[config.mk]
export PLATFORM = sky130hd
export DESIGN_NAME = aging_arbiter
export DESIGN_NICKNAME = d
export VERILOG_FILES = /design/src/rtl/calc_pkg.sv /design/src/rtl/aging_arbiter_age_counter.sv /design/src/rtl/aging_arbiter.sv
export SDC_FILE = /design/constraint.sdc
export NUM_CORES = 1
export LEC_CHECK = 0
export ABC_AREA = 1
export ABC_CLOCK_PERIOD_IN_PS = 2450
export CORE_UTILIZATION = 40
export CTS_BUF_LIST = sky130_fd_sc_hd__clkbuf_8
export CTS_CLUSTER_SIZE = 28
export DETAILED_ROUTE_END_ITERATION = 8
export PLACE_DENSITY_LB_ADDON = 0.1
export SETUP_SLACK_MARGIN = 0.1
export SKIP_CTS_REPAIR_TIMING = 1
export SLEW_MARGIN = 20
export SYNTH_ARGS = -nofsm -noshare
export SYNTH_HDL_FRONTEND = slang
export SYNTH_SLANG_ARGS = --single-unit
export TNS_END_PERCENT = 50
[constraint.sdc]
create_clock -name clk -period 2.45 [get_ports clk]
set_input_delay 0.49 -clock clk [delete_from_list [all_inputs] [get_ports clk]]
set_output_delay 0.49 -clock clk [all_outputs]
set_load 0.02 [all_outputs]
[src/rtl/calc_pkg.sv]
// calc_pkg: result-source encoding shared by the arbiter, its consumers and the bench
package calc_pkg;
  typedef logic [2:0] unit_t;
  localparam unit_t UNIT_ADD = 3'b001;
  localparam unit_t UNIT_SUB = 3'b010;
  localparam unit_t UNIT_MUL = 3'b100;
endpackage

[src/rtl/aging_arbiter_age_counter.sv]
// age_counter: counts cycles a request waits, flags urgent at AGE_LIMIT
module age_counter #(
  parameter int AGE_LIMIT = 4,
  parameter int AGE_W = $clog2(AGE_LIMIT + 1)
) (
  input  logic clk,
  input  logic rst_n,
  input  logic req,
  input  logic gnt,
  output logic urgent
);
  localparam logic [AGE_W-1:0] LIM = AGE_W'(AGE_LIMIT);
  logic [AGE_W-1:0] age;
  always_ff @(posedge clk or negedge rst_n)
    if (!rst_n) age <= '0;
    else if (!req || gnt) age <= '0;
    else if (age != LIM) age <= age + 1'b1;
  assign urgent = req & (age == LIM);
endmodule

[src/rtl/aging_arbiter.sv]
// aging_arbiter: add > sub > mul result arbiter with starvation aging and one-entry output register
module aging_arbiter
  import calc_pkg::*;
#(
  parameter int WIDTH = 64,
  parameter int AGE_LIMIT = 4
) (
  input  logic             clk,
  input  logic             rst_n,
  input  logic [WIDTH-1:0] a,
  input  logic             a_valid,
  output logic             a_ready,
  input  logic [WIDTH-1:0] b,
  input  logic             b_valid,
  output logic             b_ready,
  input  logic [WIDTH-1:0] c,
  input  logic             c_valid,
  output logic             c_ready,
  output logic [WIDTH-1:0] result,
  output logic             result_valid,
  output logic [2:0]       result_unit,
  input  logic             result_ack
);
  localparam int AGE_W = $clog2(AGE_LIMIT + 1);
  logic       slot_free;
  logic [2:0] valid, urgent, req;
  unit_t      grant, ready;
  assign valid = {c_valid, b_valid, a_valid};
  assign slot_free = !result_valid | result_ack;
  assign req = |urgent ? urgent : valid;
  assign grant = req[0] ? UNIT_ADD : req[1] ? UNIT_SUB : req[2] ? UNIT_MUL : unit_t'(0);
  // readies stay low while reset is held even though the slot looks free
  assign ready = grant & {3{slot_free & rst_n}};
  assign {c_ready, b_ready, a_ready} = ready;
  for (genvar i = 0; i < 3; i++) begin : g_age
    age_counter #(.AGE_LIMIT(AGE_LIMIT), .AGE_W(AGE_W)) u_age (
      .clk(clk), .rst_n(rst_n), .req(valid[i]), .gnt(ready[i]), .urgent(urgent[i])
    );
  end
  always_ff @(posedge clk or negedge rst_n)
    if (!rst_n) begin
      result <= '0;
      result_unit <= '0;
      result_valid <= 1'b0;
    end else if (|ready) begin
      result <= ready[0] ? a : ready[1] ? b : c;
      result_unit <= ready;
      result_valid <= 1'b1;
    end else if (result_ack) result_valid <= 1'b0;
endmodule

==> results of run 1 <==
critical path: cells and delay by family, from the launching register on:
kind	cells	cell delay (ps)
flip-flops	1	390
adder cells (fa/ha/maj)	1	190
buffers and inverters	2	230
AND/OR/NAND/NOR	6	640
cells by family (layout without fill, tap and decap cells):
group           Yosys count  count (layout)  synth area share
simple gates            490             490             0.428
flops                    77              77             0.393
buf+inv                  76             332            0.0781
compound gates           73              73            0.0768
fa+ha+maj                 6               6            0.0153
xor+xnor                  5               5           0.00894
per-stage QoR:
stage	TNS [ps]	hold slack, ps	std cells	utilization	setup slack (ps)
after global placement	-3630	424	1110	0.650	-236
after global routing	0	61.9	1130	0.677	64.6
after floorplan	0	194	727	-	423
final	0	66.7	1130	0.677	137
after CTS	-924	46.6	1126	0.669	-365
after detailed placement	-6920	428	1110	0.650	-291
area by class of cell:
type | instances | area (sq um) | area share
clock buffer | 11 | 151 | 0.0187
clock inverter | 5 | 73.8 | 0.00912
inverter | 13 | 48.8 | 0.00603
multi-input combinational | 574 | 2670 | 0.330
sequential | 77 | 1930 | 0.238
tap | 147 | 184 | 0.0227
timing repair buffer | 303 | 3040 | 0.375
layer usage:
| layer | wire length (microns) | part of all wire | global-route usage | vias up |
|---|---|---|---|---|
| met5 | 0 | 0 | 0 | - |
| met4 | 614 | 0.035 | 0.126 | 0 |
| met3 | 1240 | 0.071 | 0.0466 | 41 |
| met2 | 8690 | 0.50 | 0.495 | 263 |
| met1 | 6940 | 0.40 | 0.312 | 2809 |
| li1 | - | - | - | 2904 |
power groups by stage:
stage          Sequential (mW)  Combinational (mW)  Clock [mW]
2_1_floorplan             2.30                1.05           0
3_3_place_gp              1.87                2.86           0
3_5_place_dp              1.89                2.91           0
4_1_cts                   1.87                2.92        1.11
5_1_grt                   1.92                3.20        1.16
6_report                  1.87                2.97        1.07
registers in the layout, indices dropped and copies added, names as in the netlist:
| name | cells |
|---|---|
| g_age.u_age.age | 9 |
| result_unit | 3 |
| result | 64 |
| result_valid | 1 |
cell usage after synthesis, types with 2 or more instances:
master / n / share of area
buf_1: 3 / 0.0023
nand4_1: 66 / 0.084
clkbuf_1: 20 / 0.015
buf_4: 9 / 0.014
xnor2_1: 3 / 0.0054
buf_6: 4 / 0.0092
dfrtp_1: 77 / 0.39
nand3_1: 73 / 0.075
inv_1: 12 / 0.0092
nand2_1: 280 / 0.21
xor2_1: 2 / 0.0036
nor2_1: 71 / 0.054
buf_2: 27 / 0.028
a21oi_1: 66 / 0.067
o21ai_0: 4 / 0.0041
ha_1: 6 / 0.015
worst paths after layout:
path | startpoint | endpoint | slack (ps) | cells past startpoint
setup reg to reg | g_age[2].u_age.age[0] | result[51] | 260 | 13
hold / removal | rst_n | result[1] | 70 | 2
max in group asynchronous | rst_n | result[14] | 1310 | 3
hold reg to reg | result_unit[0] | result_unit[0] | 470 | 2
min in group clk | result_unit[0] | result_unit[0] | 470 | 2
setup / recovery | g_age[2].u_age.age[0] | c_ready | 140 | 9
==> results.json, run 1 <==
{
  "clockBufferDepth": 2,
  "endpoint_kind": "output pin",
  "avgSynthCellArea_sq_um": 6.74,
  "clkPwrFrac": 0.182,
  "drc": 0,
  "p_total_mw": 5.92,
  "design_area_sq_um": 8090,
  "worst-setup-path-type": "flop to output pin",
  "fillers": 1067,
  "io_pins": 269,
  "crit_path_max_incr_delay_ps": 390,
  "synth-edff-count": 0,
  "min_period_over_period": 0.944,
  "drt_first_pass_iters": 5,
  "antenna_cells": 0,
  "routed_via_density": 5.32,
  "async_flop_share": 1.00,
  "dpl-instance-area_sq_um": 7780,
  "routed_wl_microns": 17500,
  "internal_power_mw": 3.64,
  "vdd_ir_drop_max_mv": 0.372,
  "core_sq_um": 12000,
  "finClkSkew_ps": 8.75,
  "antenna_found_initial": 0,
  "detail-route-antenna-nets": 0,
  "std_cell_rows": 40,
  "combPwrFrac": 0.502,
  "tritoncts": "built",
  "tightest_slew_ps": 899,
  "cp.arrival_ps": 1820,
  "io_buffers": 268,
  "rsz0062_at_grt": "false",
  "critPathRequiredTime_ps": 1960,
  "syn_nets": 931,
  "area_growth_pct": 65.2,
  "grt_pass1_wl_microns": 27500,
  "status": "finished clean",
  "min_path_type": "primary input to asynchronous set/reset pin",
  "wl_per_cell_microns": 15.5,
  "cts_num_sinks": 77,
  "start_util": 0.410,
  "cp_max_fo": 4,
  "gp_congestion": 0.881,
  "hpwl_microns": 12600,
  "fmax_ghz": 0.432,
  "die_y_microns": 113,
  "synthCells": 727,
  "power_density_nw_per_um2": 731,
  "cts_root_buffer": "clkbuf_8",
  "die_w_microns": 113,
  "relSlewSlack": 0.401,
  "finalHoldViolations": 0,
  "path_clk_slew_ps": 80,
  "setup_violations": 0,
  "p_leak_nw": 3.85,
  "switchingPower_mw": 2.28,
  "die_area_sq_um": 12700,
  "grt_start_max_net_pins": 73,
  "synth_top_flop_cell": "dfrtp_1",
  "synth_area_sq_um": 4900,
  "mostFrequentLayoutCells": "276 x nand2_1, 264 x clkdlybuf4s50_1, 77 x dfrtp_1, 69 x nor2_1",
  "via_count": 6017,
  "drtIter0Drc": 321,
  "cap_violations": 0,
  "clk_latency_ps": 350,
  "yosysSeqAreaShare": 0.393,
  "numCtsBuffers": 9,
  "critPathSlowestCell": "dfrtp_1",
  "yosys_warnings": 0,
  "first_global_vias": 5699,
  "htreeDepth": 3,
  "path_cells": "inv_1, ha_1, nand3_2, nand3_2, nand2_1, nand2_2, nand2_2, nor2_2, buf_6",
  "seqPwrFrac": 0.316,
  "layout_commonest_cell": "nand2_1",
  "p_sw_frac": 0.384,
  "cp-start-kind": "flop",
  "drive_gt1_frac": 0.0743,
  "grt_use_total": 0.272,
  "ys_ff_latch": 77,
  "fin_nets": 1182,
  "synthDistinctLibCells": 20,
  "min_period_ps": 2310,
  "grt-ovfl-total": 0,
  "drv_slew": 0
}
Note: power is estimated with default switching activity, not from simulation.
==> inputs of run 2 (changes only) <==
--- a/config.mk
+++ b/config.mk
@@ -12,7 +12,7 @@
 export CTS_CLUSTER_SIZE = 28
 export DETAILED_ROUTE_END_ITERATION = 8
 export PLACE_DENSITY_LB_ADDON = 0.1
-export SETUP_SLACK_MARGIN = 0.1
+export SETUP_SLACK_MARGIN = 0.15
 export SKIP_CTS_REPAIR_TIMING = 1
 export SLEW_MARGIN = 20
 export SYNTH_ARGS = -nofsm -noshare
==> run 2 against run 1 <==
Against the previous run: cell count up 0.27%; global-route usage unchanged; combinational power up 2%; clock skew down 2.5 ps; fmax up 3.4%; die area unchanged; non-clock buffer count up 3; critical path depth unchanged; first-iteration DRC count up 1.2%; critical path type unchanged; critical endpoint unchanged.
==> results.json, run 2 (synthesis gave the netlist of run 1 again) <==
{
  "routed_wl_microns": 17600,
  "gp_congestion": 0.881,
  "cap_violations": 0,
  "fillers": 1064,
  "endpoint_kind": "output pin",
  "cp.depth": 9,
  "fin_hold_ws_ps": 68.2,
  "path_cells": "inv_2, ha_4, nand3_2, nand3_2, nand2_1, nand2_2, nand2_2, nor2_4, buf_6",
  "finClkSkew_ps": 6.25,
  "cts_root_buffer": "clkbuf_8",
  "area_growth_pct": 66.0,
  "use_met1": 0.312,
  "dpl-instance-area_sq_um": 7780,
  "p_total_mw": 5.97,
  "post-route-util": 0.680,
  "detail-route-antenna-nets": 0,
  "p_leak_nw": 3.86,
  "die_area_sq_um": 12700,
  "antenna_cells": 0,
  "rsz0062_at_grt": "false",
  "min_period_over_period": 0.913,
  "drt_first_pass_iters": 5,
  "via_count": 5993,
  "first_global_vias": 5699,
  "fmax_ghz": 0.447,
  "crit_path_max_incr_delay_ps": 410,
  "die_w_microns": 113,
  "path_buf_inv": 2,
  "r2r_start": "g_age[1].u_age.age[1]",
  "min_path_type": "primary input to asynchronous set/reset pin",
  "grt-ovfl-total": 0,
  "setup_ws_ps": 213,
  "cts_num_sinks": 77,
  "critPathSlowestCell": "dfrtp_1",
  "finalHoldViolations": 0,
  "critPathTopFamily": "simple AND/OR/NAND/NOR gates",
  "critPathCapture": "c_ready",
  "grt_use_total": 0.272,
  "ff2ff_path_depth": 12,
  "grt_start_max_net_pins": 73,
  "core_sq_um": 12000,
  "reg2reg_slack_ps": 320,
  "tritoncts": "built",
  "cp-start-kind": "flop",
  "antenna_found_initial": 0,
  "io_buffers": 268,
  "htreeDepth": 3,
  "cp.arrival_ps": 1750,
  "mostFrequentLayoutCells": "275 x nand2_1, 263 x clkdlybuf4s50_1, 77 x dfrtp_1, 69 x nor2_1",
  "relSlewSlack": 0.393,
  "power_density_nw_per_um2": 734,
  "largest_register": "result",
  "clk_latency_ps": 350,
  "drtIter0Drc": 325,
  "layout_commonest_cell": "nand2_1",
  "vdd_ir_drop_max_mv": 0.392,
  "path_clk_slew_ps": 80,
  "tns_ps": 0,
  "min_period_ps": 2240,
  "tightest_slew_ps": 911,
  "cp-startpoint": "g_age[1].u_age.age[1]",
  "status": "finished clean",
  "drv_slew": 0,
  "clockBufferDepth": 2,
  "instances_no_fill": 1133,
  "std_cell_rows": 40,
  "met2_usage": 0.495,
  "worst-setup-path-type": "flop to output pin",
  "r2r-end": "result[13]",
  "drive_gt1_frac": 0.0832,
  "hpwl_microns": 12600,
  "setup_violations": 0,
  "numCtsBuffers": 9,
  "start_util": 0.410,
  "grt_pass1_wl_microns": 27500,
  "use_met3": 0.0466,
  "grt_busiest_layer": "met2",
  "dp.cells": 1110,
  "io_pins": 269,
  "place_ws_ps": -291,
  "wl_per_cell_microns": 15.5,
  "critPathRequiredTime_ps": 1960,
  "reg_top3": "result: 64 flops, g_age.u_age.age: 9 flops, result_unit: 3 flops",
  "drc": 0,
  "die_y_microns": 113,
  "design_area_sq_um": 8140,
  "routed_via_density": 5.29,
  "largest_reg_flops": 64,
  "cp_max_fo": 4,
  "fin_nets": 1185
}
[run 2: worst register-to-register path: stages, from the launching register on]
cell and delay (ps):
dfrtp_1 410, inv_2 100, ha_4 150, nand3_2 70, buf_4 160, nand2_1 60
nand2_1 60, nand3_2 100, buf_6 270, buf_6 320, a21oi_1 130, nand2_1 110
nand2_1 70
[run 2: worst min-delay path by stage]
stage | endpoint | slack [ps] | from | cells after the start
final | result[57] | 70 | rst_n | 2
after global routing | result[57] | 60 | rst_n | 2
after CTS | result[0] | 50 | rst_n | 2
after detailed placement | result[57] | 430 | rst_n | 2
after global placement | result[0] | 420 | rst_n | 2
after floorplan | g_age[0].u_age.age[0] | 190 | rst_n | 0
[run 2: layout make-up]
cell class | count | area (sq um) | area share
inverters | 13 | 48.8 | 0.00600
multi-input cells | 574 | 2690 | 0.331
well taps | 147 | 184 | 0.0226
clock inverters | 5 | 73.8 | 0.00907
repair buffers | 306 | 3060 | 0.376
clock buffers | 11 | 151 | 0.0186
flip-flops and latches | 77 | 1930 | 0.237
[run 2: per-layer routing]
layer	vias up	share of wire
met5	-	0
met4	0	0.037
met3	43	0.069
met2	266	0.49
met1	2774	0.40
li1	2910	-
[run 2: power breakdown]
group          switching (mW)  total [mW]  internal [mW]
sequential              0.226        1.88           1.65
clock                   0.454        1.08          0.623
combinational            1.62        3.02           1.40
total                    2.30        5.97           3.67
